===== config.mk =====
export PLATFORM = sky130hd
export DESIGN_NAME = ysyx_22040759_ifu
export DESIGN_NICKNAME = d
export VERILOG_FILES = /design/src/rtl/ysyx_22040759_ifu.sv
export SDC_FILE = /design/constraint.sdc
export NUM_CORES = 1
export LEC_CHECK = 0
export ABC_AREA = 1
export BUFFER_PORTS_ARGS = -buffer_cell sky130_fd_sc_hd__buf_2
export CORE_UTILIZATION = 56
export DETAILED_ROUTE_END_ITERATION = 7
export GPL_TIMING_DRIVEN = 1
export PLACE_DENSITY = 0.86
export SYNTH_ARGS = -nofsm -noshare
export SYNTH_HDL_FRONTEND = slang
export SYNTH_SLANG_ARGS = --single-unit
export TNS_END_PERCENT = 1

===== constraint.sdc =====
create_clock -name clk -period 9.9 [get_ports clk]
set_input_delay 1.98 -clock clk [delete_from_list [all_inputs] [get_ports clk]]
set_output_delay 1.98 -clock clk [all_outputs]
set_load 0.03 [all_outputs]

===== src/rtl/ysyx_22040759_ifu.sv =====
// Instruction fetch stage: owns the PC, issues one fetch at a time, and holds the result for decode.
// Define YSYX_22040759_IFU_MISALIGN_EN to make misaligned redirects raise a sticky fetch_err and enter ERR.
module ysyx_22040759_ifu #(
  parameter logic [63:0] RESET_PC = 64'h0000_0000_8000_0000,
  parameter logic [31:0] NOP_INST = 32'h0000_0013
) (
  input  logic        clk,
  input  logic        rst,
  input  logic        redirect_valid,
  input  logic [63:0] redirect_pc,
  output logic        imem_req_valid,
  input  logic        imem_req_ready,
  output logic [63:0] imem_req_addr,
  input  logic        imem_rsp_valid,
  input  logic [31:0] imem_rsp_data,
  output logic        id_valid,
  input  logic        id_ready,
  output logic [31:0] id_inst,
  output logic [63:0] id_pc,
  output logic        fetch_err
);

  typedef enum logic [2:0] {IDLE, REQ, WAIT, HOLD, ERR} state_t;

  state_t      state;
  logic [63:0] pc;
  logic [63:0] pc_q;
  logic [31:0] inst_q;
  logic        kill;
  logic        fetch_err_q;
  logic        redirect_bad;
  logic [63:0] redirect_tgt;

`ifdef YSYX_22040759_IFU_MISALIGN_EN
  assign redirect_bad = (redirect_pc[1:0] != 2'b00);
  assign redirect_tgt = redirect_pc;
`else
  assign redirect_bad = 1'b0;
  assign redirect_tgt = redirect_pc & ~64'h3;
`endif

  // A redirect masks both handshakes combinationally so no wrong-path transfer happens this cycle.
  assign imem_req_valid = (state == REQ) && !redirect_valid;
  assign imem_req_addr  = pc;
  assign id_valid       = (state == HOLD) && !redirect_valid;
  assign id_inst        = (state == HOLD) ? inst_q : NOP_INST;
  assign id_pc          = pc_q;
  assign fetch_err      = fetch_err_q;

  always_ff @(posedge clk or posedge rst) begin
    if (rst) begin
      state       <= IDLE;
      pc          <= RESET_PC;
      pc_q        <= RESET_PC;
      inst_q      <= NOP_INST;
      kill        <= 1'b0;
      fetch_err_q <= 1'b0;
    end else if (redirect_valid && state != ERR) begin
      pc <= redirect_tgt;
      if (redirect_bad) begin
        fetch_err_q <= 1'b1;
        kill        <= 1'b0;
        state       <= ERR;
      end else if (state == WAIT && !imem_rsp_valid) begin
        // The in-flight response belongs to the old path; drop it when it lands.
        kill <= 1'b1;
      end else begin
        kill  <= 1'b0;
        state <= REQ;
      end
    end else begin
      case (state)
        IDLE: state <= REQ;
        REQ: begin
          if (imem_req_ready) state <= WAIT;
        end
        WAIT: begin
          if (imem_rsp_valid) begin
            if (kill) begin
              kill  <= 1'b0;
              state <= REQ;
            end else begin
              inst_q <= imem_rsp_data;
              pc_q   <= pc;
              pc     <= pc + 64'd4;
              state  <= HOLD;
            end
          end
        end
        HOLD: begin
          if (id_ready) state <= REQ;
        end
        ERR: state <= ERR;
        default: state <= IDLE;
      endcase
    end
  end

endmodule


==> flow_metrics.env, run 1 <==
export IMPL_outcome="complete, but fails checks"
export IMPL_violations="DRC"
export IMPL_grt_pass1_vias=8227
export IMPL_ios=265
export IMPL_fin_crit_sh_pct=48.5
export IMPL_wl_per_cell_um=15.8
export IMPL_worst_ep_arrival_time_ns=5.16
export IMPL_synthesis_instances=1200
export IMPL_avgSynthCellArea_um2=7.21
export IMPL_synth_top_area_share_pct=44.8
export IMPL_root_buffer="clkbuf_16"
export IMPL_synthesis_area_mm2=0.00866
export IMPL_synthTopCellsByArea="dfrtp_1 (45%), nand2_1 (16%), nor2_1 (8.2%), o21ai_0 (6.5%), inv_1 (5.6%)"
export IMPL_dr_pass1_iters=7
export IMPL_slew_viol_final=0
export IMPL_tns_ns=0
export IMPL_clock_latency_ns=0.43
export IMPL_rsz0062_at_grt="no"
export IMPL_synth_edf_count=0
export IMPL_met1_usage_pct=46.0
export IMPL_wl_um=25900
export IMPL_p_leak_nw=5.38
export IMPL_p_seq_share_pct=37.8
export IMPL_worstSetupStartpointType="primary input"
export IMPL_busiest_layer="met2"
export IMPL_die_area_mm2=0.0160
export IMPL_clock_skew_ns=0.0175
export IMPL_p_comb_share_pct=39.0
export IMPL_vias=8829
export IMPL_irDropWorstVdd_mv=0.181
export IMPL_report_final_setup_viol=0
export IMPL_async_reset_ff_share_pct=100
export IMPL_start_util_pct=57.2
export IMPL_vias_per_cell=5.39
export IMPL_hold_violations=0
export IMPL_worst_slack_ns=5.10
export IMPL_max_slew_worst_pin_slew_ns=1.22
export IMPL_dp_slack_ns=4.72
export IMPL_max_freq_mhz=208
export IMPL_synth_largest_area_cell="dfrtp_1"
export IMPL_tritoncts="done"
export IMPL_grt_max_degree=85
export IMPL_hold_path_class="reg2reg"
export IMPL_grt_pass1_wl_um=41500
export IMPL_swShare_pct=43.4
export IMPL_cts_hold_buf=0
export IMPL_relSlewSlack_pct=18.2
export IMPL_powerDensity_mw_per_mm2=260
export IMPL_grt_overflow_total=0
export IMPL_drc=1
export IMPL_first_iter_violations=789
export IMPL_ys_types=36
export IMPL_core_mm2=0.0151
export IMPL_num_rows=45
export IMPL_h_tree_depth=4
export IMPL_grt_usage_pct=33.5
export IMPL_die_height_um=126
export IMPL_place_gp_congestion=0.935
export IMPL_ys_warn_count=0
export IMPL_p_int_mw=1.55
export IMPL_cts_resized=0
export IMPL_drive_gt1_share_pct=21.7
export IMPL_cp_end_kind="flop"
export IMPL_die_w_um=126
export IMPL_port_buffers=257
export IMPL_antenna_found_initial=1
export IMPL_post_cts_buffers=0
export IMPL_cap_violations=0
export IMPL_final_nets=1539
export IMPL_path_max_fanout=80
export IMPL_crit_type="in2reg"
export IMPL_clk_pin_slew_worst_paths_ns=0.06
export IMPL_p_sw_mw=1.19
export IMPL_synth_seq_cells=160
export IMPL_use_met2_pct=53.2
export IMPL_ys_seq_area_share_pct=46.3
export IMPL_cts_buffers=17
export IMPL_cp_required_ns=10.25
export IMPL_grt_util_met3_pct=6.12
export IMPL_clockBufferDepth=2
export IMPL_clock_sinks=160
export IMPL_pwr_share_clk_pct=23.3
export IMPL_hpwlAfterDp_um=18700
export IMPL_area_growth_pct=21.6
export IMPL_synthFlopType="dfrtp_1"
export IMPL_postRouteAntennaNets=0
export IMPL_min_period_ns=4.80
export IMPL_hold_slack_ns=0.475
export IMPL_postLayoutCellArea_mm2=0.0105
export IMPL_postPlaceCellArea_mm2=0.00996
-- metal layers --
layer,vias to the layer above,share of wire [%]
met5,-,0
met4,0,2.9
met3,59,8.1
met2,428,46
met1,4097,43
li1,4245,-
-- path summary, 6_finish.rpt --
| check | from | end | slack (ns) | cells past startpoint |
|---|---|---|---|---|
| worst max-delay path | redirect_valid | imem_req_addr[26] | 5.10 | 7 |
| worst min-delay path | id_pc[6] | id_pc[6] | 0.47 | 2 |
| worst max register to register | state[1] | imem_req_addr[26] | 6.12 | 8 |
| worst min register to register | id_pc[6] | id_pc[6] | 0.47 | 2 |
| max in group asynchronous | rst | imem_req_addr[24] | 6.69 | 3 |
| min in group asynchronous | rst | id_pc[24] | 1.71 | 2 |
-- cell type report --
type                    instances  area, um^2
diodes                          2        5.00
multi-input cells             861        3880
clock inverters                 8        81.3
fillers                      1294        4620
repair buffers                261        1320
well taps                     188         235
clock buffers                  24         482
inverters                     135         512
flip-flops and latches        160        4010
-- sequential cells by signal, indices dropped and copies added, names as in the netlist --
signal         cells
id_pc             62
kill               1
inst_q            32
state              3
imem_req_addr     62
-- worst max-delay path, cell delays in order --
cell	delay, ns
buf_2	0.12
nand2_1	0.74
nand2_4	0.56
inv_2	0.66
buf_4	0.67
o21ai_0	0.20
nand3_1	0.11
-- through the flow --
| stage | instances | utilization (%) | total power, mW |
|---|---|---|---|
| final | 1639 | 69.5 | 2.74 |
| after global routing | 1639 | 69.5 | 2.89 |
| after CTS | 1637 | 69.5 | 2.75 |
| after detailed placement | 1605 | 65.7 | 2.10 |
| after global placement | 1605 | 65.7 | 2.08 |
| after floorplan | 1204 | - | 1.77 |
-- cells in the mapped netlist, types with 2 or more instances --
cell type	n
o21ai_1	3
o221ai_1	3
buf_4	11
nand3b_1	7
nor3_1	4
a21oi_1	8
inv_2	5
a31oi_1	2
nand3_1	61
clkbuf_1	16
buf_2	16
nand4_1	25
nand2_1	370
o21bai_1	14
o211ai_1	15
o21ai_0	113
dfrtp_1	155
nand2_2	3
nor2_1	188
and2_1	2
dfstp_2	5
nor2_2	6
xor2_1	23
inv_1	130
buf_6	4
-- kinds of logic (layout without fill, tap and decap cells) --
family,count (synthesis),in the layout,synth area share (%)
and+or+nand+nor,673,673,32.0
other,1,7,0.0433
xor gates and xnor gates,23,23,2.33
adders and majority gates,1,1,0.145
buffers and inverters,183,428,8.99
DFF,160,160,46.3
AOI/OAI and AO/OA,159,159,10.2
-- power by group through the flow --
stage          clock [mW]  combinational [mW]  sequential [mW]
2_1_floorplan           0               0.437             1.33
3_3_place_gp            0                1.05             1.03
3_5_place_dp            0                1.07             1.04
4_1_cts             0.641                1.07             1.03
5_1_grt             0.670                1.16             1.06
6_report            0.637                1.07             1.03
-- cells in the final DEF (no fill, tap or decap), types with 4 or more instances in the layout --
cell type,synthesis,layout
nand2_1,370,370
buf_2,16,257
nor2_1,188,188
dfrtp_1,155,155
inv_1,130,129
o21ai_0,113,113
nand3_1,61,61
nand4_1,25,25
xor2_1,23,23
clkbuf_16,0,17
o211ai_1,15,15
o21bai_1,14,14
a21oi_1,8,8
nand3b_1,7,7
nor2_2,6,6
inv_2,5,5
conb_1,1,5
dfstp_2,5,5
nor3_1,4,4
clkbuf_1,16,4
buf_4,11,4
Note: power is estimated with default switching activity, not from simulation.
==> inputs of run 2 (changes only) <==
--- a/config.mk
+++ b/config.mk
@@ -5,12 +5,12 @@
 export SDC_FILE = /design/constraint.sdc
 export NUM_CORES = 1
 export LEC_CHECK = 0
-export ABC_AREA = 1
+export ABC_AREA = 0
 export BUFFER_PORTS_ARGS = -buffer_cell sky130_fd_sc_hd__buf_2
-export CORE_UTILIZATION = 56
+export CORE_UTILIZATION = 46
 export DETAILED_ROUTE_END_ITERATION = 7
 export GPL_TIMING_DRIVEN = 1
-export PLACE_DENSITY = 0.86
+export PLACE_DENSITY = 0.77
 export SYNTH_ARGS = -nofsm -noshare
 export SYNTH_HDL_FRONTEND = slang
 export SYNTH_SLANG_ARGS = --single-unit
==> constraint.sdc (replaced) <==
create_clock -name clk -period 3.9 [get_ports clk]
set_input_delay 0.78 -clock clk [delete_from_list [all_inputs] [get_ports clk]]
set_output_delay 0.78 -clock clk [all_outputs]
set_load 0.03 [all_outputs]
==> run 2 against run 1 <==
Against the previous run:
- the run now ends clean
- die area increased by 10%
- largest cell class unchanged
- synthesized cell count is 41% lower
- register-to-register slack got worse by 5.1 ns
- critical endpoint is now imem_req_addr[51]
- clock power grew to 2.8 times the previous value
- largest power group is now registers
==> flow_metrics.env, run 2 <==
export IMPL_busiest_layer="met2"
export IMPL_irDropWorstVdd_mv=0.417
export IMPL_ys_warn_count=0
export IMPL_grt_overflow_total=0
export IMPL_max_slew_worst_pin_slew_ns=0.968
export IMPL_clk_pin_slew_worst_paths_ns=0.06
export IMPL_clock_sinks=160
export IMPL_cp_end_kind="flop"
export IMPL_port_buffers=257
export IMPL_cts_hold_buf=0
export IMPL_final_nets=1055
export IMPL_synthesis_area_mm2=0.00785
export IMPL_synth_seq_cells=160
export IMPL_async_reset_ff_share_pct=100
export IMPL_num_rows=47
export IMPL_hold_path_class="reg2reg"
export IMPL_powerDensity_mw_per_mm2=645
export IMPL_report_final_setup_viol=0
export IMPL_worstSetupStartpointType="flop"
export IMPL_fin_cells=1184
export IMPL_rsz0062_at_grt="no"
export IMPL_synth_largest_area_cell="dfrtp_1"
export IMPL_relSlewSlack_pct=35.2
export IMPL_min_period_ns=2.85
export IMPL_postRouteAntennaNets=0
export IMPL_wl_per_cell_um=16.5
export IMPL_vias_per_cell=5.44
export IMPL_layout_commonest_cell="buf_2"
export IMPL_post_synth_most_frequent_cells="dfrtp_1 (155), nand2_1 (68), mux2_1 (60)"
export IMPL_grt_util_met3_pct=4.87
export IMPL_core_mm2=0.0166
export IMPL_antennaDiodeCount=0
export IMPL_fin_crit_sh_pct=73.1
export IMPL_final_cell_mix="buf_2 (257), dfrtp_1 (155), nand2_1 (67)"
export IMPL_cp_required_ns=4.23
export IMPL_post_cts_buffers=0
export IMPL_vias=6442
export IMPL_path_common_cell="nand4_1"
export IMPL_path_buf_inv=0
export IMPL_cp_cell_sequence="nand4_1 -> nor3_4 -> nand4_1 -> or4_1 -> a31oi_1"
export IMPL_start_util_pct=47.2
export IMPL_post_place_cells=1153
export IMPL_synth_edf_count=0
export IMPL_cts_resized=0
export IMPL_avgSynthCellArea_um2=11.1
export IMPL_place_gp_congestion=0.817
export IMPL_hold_violations=0
export IMPL_ys_seq_area_share_pct=51.1
export IMPL_final_core_util_pct=59.5
export IMPL_crit_type="reg2reg"
export IMPL_ys_types=50
export IMPL_p_leak_nw=4.66
export IMPL_grt_pass1_vias=6057
export IMPL_wl_um=19500
export IMPL_grt_pass1_wl_um=31800
export IMPL_cts_buffers=17
export IMPL_tns_ns=0
export IMPL_die_height_um=133
export IMPL_finalPower_mw=6.39
export IMPL_grt_max_degree=161
export IMPL_critPathTopFamily="simple AND/OR/NAND/NOR gates"
export IMPL_synthFlopType="dfrtp_1"
export IMPL_path_max_fanout=13
export IMPL_slew_viol_final=0
export IMPL_max_stage_delay_ns=0.64
export IMPL_synthTopCellsByArea="dfrtp_1 (49%), mux2_1 (8.6%), mux2_2 (4.9%), o21ai_0 (3.3%), nand2_1 (3.3%)"
export IMPL_crit_path_top_delay_cell="or4_1"
export IMPL_synth_top_area_share_pct=49.4
export IMPL_drive_gt1_share_pct=37.1
export IMPL_tritoncts="done"
export IMPL_use_met2_pct=36.1
export IMPL_antenna_found_initial=0
export IMPL_root_buffer="clkbuf_16"
export IMPL_drc=0
export IMPL_clockBufferDepth=2
export IMPL_max_freq_mhz=351
export IMPL_area_growth_pct=26.2
export IMPL_die_w_um=133
export IMPL_grt_usage_pct=23.0
export IMPL_die_area_mm2=0.0176
export IMPL_worst_ep_arrival_time_ns=3.18
export IMPL_synth_most_common_cell="dfrtp_1"
export IMPL_h_tree_depth=4
export IMPL_dr_pass1_iters=5
export IMPL_outcome="completed"
export IMPL_ios=265
export IMPL_first_iter_violations=486
export IMPL_cap_violations=0
export IMPL_clock_latency_ns=0.42
export IMPL_met1_usage_pct=31.9
export IMPL_synthesis_instances=708
export IMPL_hpwlAfterDp_um=13600
export IMPL_clock_skew_ns=0.00619
## run 2: cell families (layout without fill, tap and decap cells)
kind of cell | after synthesis | count (layout) | share of synthesized area, %
muxes | 96 | 96 | 13.7
and+or+nand+nor | 267 | 267 | 20.6
DFF | 160 | 160 | 51.1
other | 1 | 5 | 0.0478
AOI/OAI and AO/OA | 97 | 97 | 7.19
buffers and inverters | 53 | 305 | 3.52
xor gates and xnor gates | 33 | 33 | 3.68
adders and majority gates | 1 | 1 | 0.159
## run 2: through the flow
step           instance area (um^2)  setup WS, ns  hold slack (ns)
2_1_floorplan                  7870          1.10            0.449
3_3_place_gp                   9280          1.04            0.458
3_5_place_dp                   9280          1.05            0.467
4_1_cts                        9910          1.05            0.480
5_1_grt                        9910         0.879            0.492
6_report                       9910          1.05            0.476
## run 2: path summary, 6_finish.rpt
kind                                        start  slack [ns]  cells past startpoint                end
worst max-delay path            imem_req_addr[17]        1.05                      5  imem_req_addr[51]
worst min-delay path                   inst_q[11]        0.48                      1         inst_q[11]
worst max register to register  imem_req_addr[17]        1.05                      5  imem_req_addr[51]
worst min register to register         inst_q[11]        0.48                      1         inst_q[11]
max in group asynchronous                     rst        2.65                      3          id_pc[48]
min in group asynchronous                     rst        0.56                      3  imem_req_addr[12]
## run 2: worst reg2reg max path, stage by stage, from the launching register on
cell and delay, ns:
dfrtp_1 0.47, nand4_1 0.33, nor3_4 0.58, nand4_1 0.54, or4_1 0.64, a31oi_1 0.20
## run 2: layer usage
layer  vias to the layer above  wire length [um]
met3                        21              1230
met2                       243              9260
li1                       3053                 -
met4                         0               251
met5                         -                 0
met1                      3125              8740
## run 2: cell type report
cell class	instances	area, um^2
Clock buffer	23	498
Timing Repair Buffer	264	1360
Clock inverter	8	128
Inverter	10	41.3
Fill cell	1430	6740
Multi-Input combinational cell	499	3590
Tap cell	220	275
Sequential cell	160	4010
## run 2: where the power goes
group / leakage [nW] / total, mW / switching [mW] / internal (mW)
Clock: 0.301 / 1.76 / 0.665 / 1.09
Sequential: 1.96 / 2.49 / 0.327 / 2.17
Combinational: 2.40 / 2.13 / 1.40 / 0.739
==> inputs of run 3 (changes only) <==
--- a/config.mk
+++ b/config.mk
@@ -7,10 +7,10 @@
 export LEC_CHECK = 0
 export ABC_AREA = 0
 export BUFFER_PORTS_ARGS = -buffer_cell sky130_fd_sc_hd__buf_2
-export CORE_UTILIZATION = 46
+export CORE_UTILIZATION = 51
 export DETAILED_ROUTE_END_ITERATION = 7
 export GPL_TIMING_DRIVEN = 1
-export PLACE_DENSITY = 0.77
+export PLACE_DENSITY = 0.81
 export SYNTH_ARGS = -nofsm -noshare
 export SYNTH_HDL_FRONTEND = slang
 export SYNTH_SLANG_ARGS = --single-unit
==> constraint.sdc (replaced) <==
create_clock -name clk -period 2.7 [get_ports clk]
set_input_delay 0.54 -clock clk [delete_from_list [all_inputs] [get_ports clk]]
set_output_delay 0.54 -clock clk [all_outputs]
set_load 0.03 [all_outputs]
==> run 3 against run 2 <==
Against the previous run:
- critical path depth unchanged
- critical endpoint is now imem_req_addr[50]
- non-clock buffer count grew 15
- routed wire length is 0.82% higher
- first-iteration DRC count shrank 12%
==> flow_metrics.env, run 3 (synthesis results as in run 2) <==
export IMPL_clock_sinks=160
export IMPL_die_area_mm2=0.0159
export IMPL_path_max_fanout=11
export IMPL_postRouteAntennaNets=0
export IMPL_cap_violations=0
export IMPL_clock_latency_ns=0.41
export IMPL_max_freq_mhz=417
export IMPL_hpwlAfterDp_um=13900
export IMPL_relSlewSlack_pct=55.6
export IMPL_antenna_found_initial=0
export IMPL_grt_max_degree=84
export IMPL_core_mm2=0.0148
export IMPL_crit_type="reg2reg"
export IMPL_tritoncts="done"
export IMPL_die_height_um=126
export IMPL_cts_resized=0
export IMPL_tns_ns=0
export IMPL_antennaDiodeCount=0
export IMPL_die_w_um=126
export IMPL_area_growth_pct=27.0
export IMPL_r2r_start="state[0]"
export IMPL_num_rows=44
export IMPL_clockBufferDepth=2
export IMPL_p_leak_nw=4.73
export IMPL_cp_required_ns=3.03
export IMPL_grt_usage_pct=25.5
export IMPL_h_tree_depth=4
export IMPL_max_slew_worst_pin_slew_ns=0.657
export IMPL_drive_gt1_share_pct=38.0
export IMPL_start_util_pct=53.2
export IMPL_grt_overflow_total=0
export IMPL_worst_r2r_path_depth=5
export IMPL_worst_ep_arrival_time_ns=2.73
export IMPL_layout_commonest_cell="buf_2"
export IMPL_met1_usage_pct=33.9
export IMPL_dr_pass1_iters=6
export IMPL_busiest_layer="met2"
export IMPL_final_core_util_pct=67.6
export IMPL_hold_path_class="in2async"
export IMPL_rsz0062_at_grt="no"
export IMPL_outcome="completed"
export IMPL_report_final_setup_viol=0
export IMPL_cts_buffers=17
export IMPL_grt_pass1_vias=6146
export IMPL_grt_pass1_wl_um=31900
export IMPL_cp_end_kind="flop"
export IMPL_fin_crit_sh_pct=88.9
export IMPL_use_met2_pct=41.7
export IMPL_ios=265
export IMPL_worstSetupStartpointType="flop"
export IMPL_wl_per_cell_um=16.9
export IMPL_wl_um=19600
export IMPL_port_buffers=257
export IMPL_post_cts_buffers=0
export IMPL_drc=0
export IMPL_clock_skew_ns=0.00502
export IMPL_first_iter_violations=430
export IMPL_final_cell_mix="buf_2 (257), dfrtp_1 (155), nand2_1 (68)"
export IMPL_clk_pin_slew_worst_paths_ns=0.06
export IMPL_vias=6492
export IMPL_grt_util_met3_pct=5.01
export IMPL_ff2ff_setup_slack_ns=0.30
export IMPL_r2r_end="imem_req_addr[50]"
export IMPL_irDropWorstVdd_mv=0.572
export IMPL_powerDensity_mw_per_mm2=922
export IMPL_cts_hold_buf=0
export IMPL_min_period_ns=2.40
export IMPL_root_buffer="clkbuf_16"
export IMPL_slew_viol_final=0
export IMPL_final_nets=1070
export IMPL_hold_violations=0
export IMPL_place_gp_congestion=0.833
export IMPL_vias_per_cell=5.58
-- run 3: how the worst max path moves through the flow --
stage | startpoint | endpoint | slack (ns) | cells past startpoint
floorplan | rst | id_pc[10] | 0.14 | 1
CTS | state[0] | id_inst[13] | 0.30 | 5
detailed placement | imem_rsp_valid | imem_req_addr[50] | 0.25 | 6
finish | state[0] | imem_req_addr[50] | 0.30 | 5
global route | imem_req_addr[32] | imem_req_addr[58] | 0.17 | 5
global placement | imem_rsp_valid | imem_req_addr[46] | 0.24 | 6
-- run 3: per-layer routing --
metal  part of all wire [%]  wire (um)
met1                     44       8700
met2                     48       9410
met3                    5.9       1160
met4                    1.9        374
met5                      0          0
-- run 3: stage by stage --
stage | total power [mW] | hold slack (ns) | setup WS (ns) | instance area (um^2) | cells
detailed placement | 6.80 | 0.467 | 0.255 | 9370 | 1132
global placement | 6.70 | 0.459 | 0.236 | 9370 | 1132
global route | 9.65 | 0.0599 | 0.171 | 9970 | 1163
finish | 9.19 | 0.0572 | 0.300 | 9970 | 1163
floorplan | 5.80 | 0.449 | 0.135 | 7870 | 712
CTS | 9.27 | 0.0409 | 0.301 | 9970 | 1163
-- run 3: final cells by class --
type,count,area (um^2)
multi-input cells,499,3590
well taps,184,230
clock inverters,12,158
repair buffers,279,1500
fillers,1133,4780
inverters,10,41.3
clock buffers,19,443
flip-flops and latches,160,4010
-- run 3: critical path, cell delays in order, from the launching register on --
cell,delay (ns)
dfrtp_1,0.49
and4bb_1,0.37
and4_1,0.46
nand3_1,0.38
or3_1,0.46
a31oi_1,0.17
-- run 3: power breakdown --
group          switching [mW]  total [mW]  internal (mW)
clock                   0.980        2.46           1.48
sequential              0.445        3.58           3.13
combinational            2.06        3.16           1.09
total                    3.49        9.19           5.71
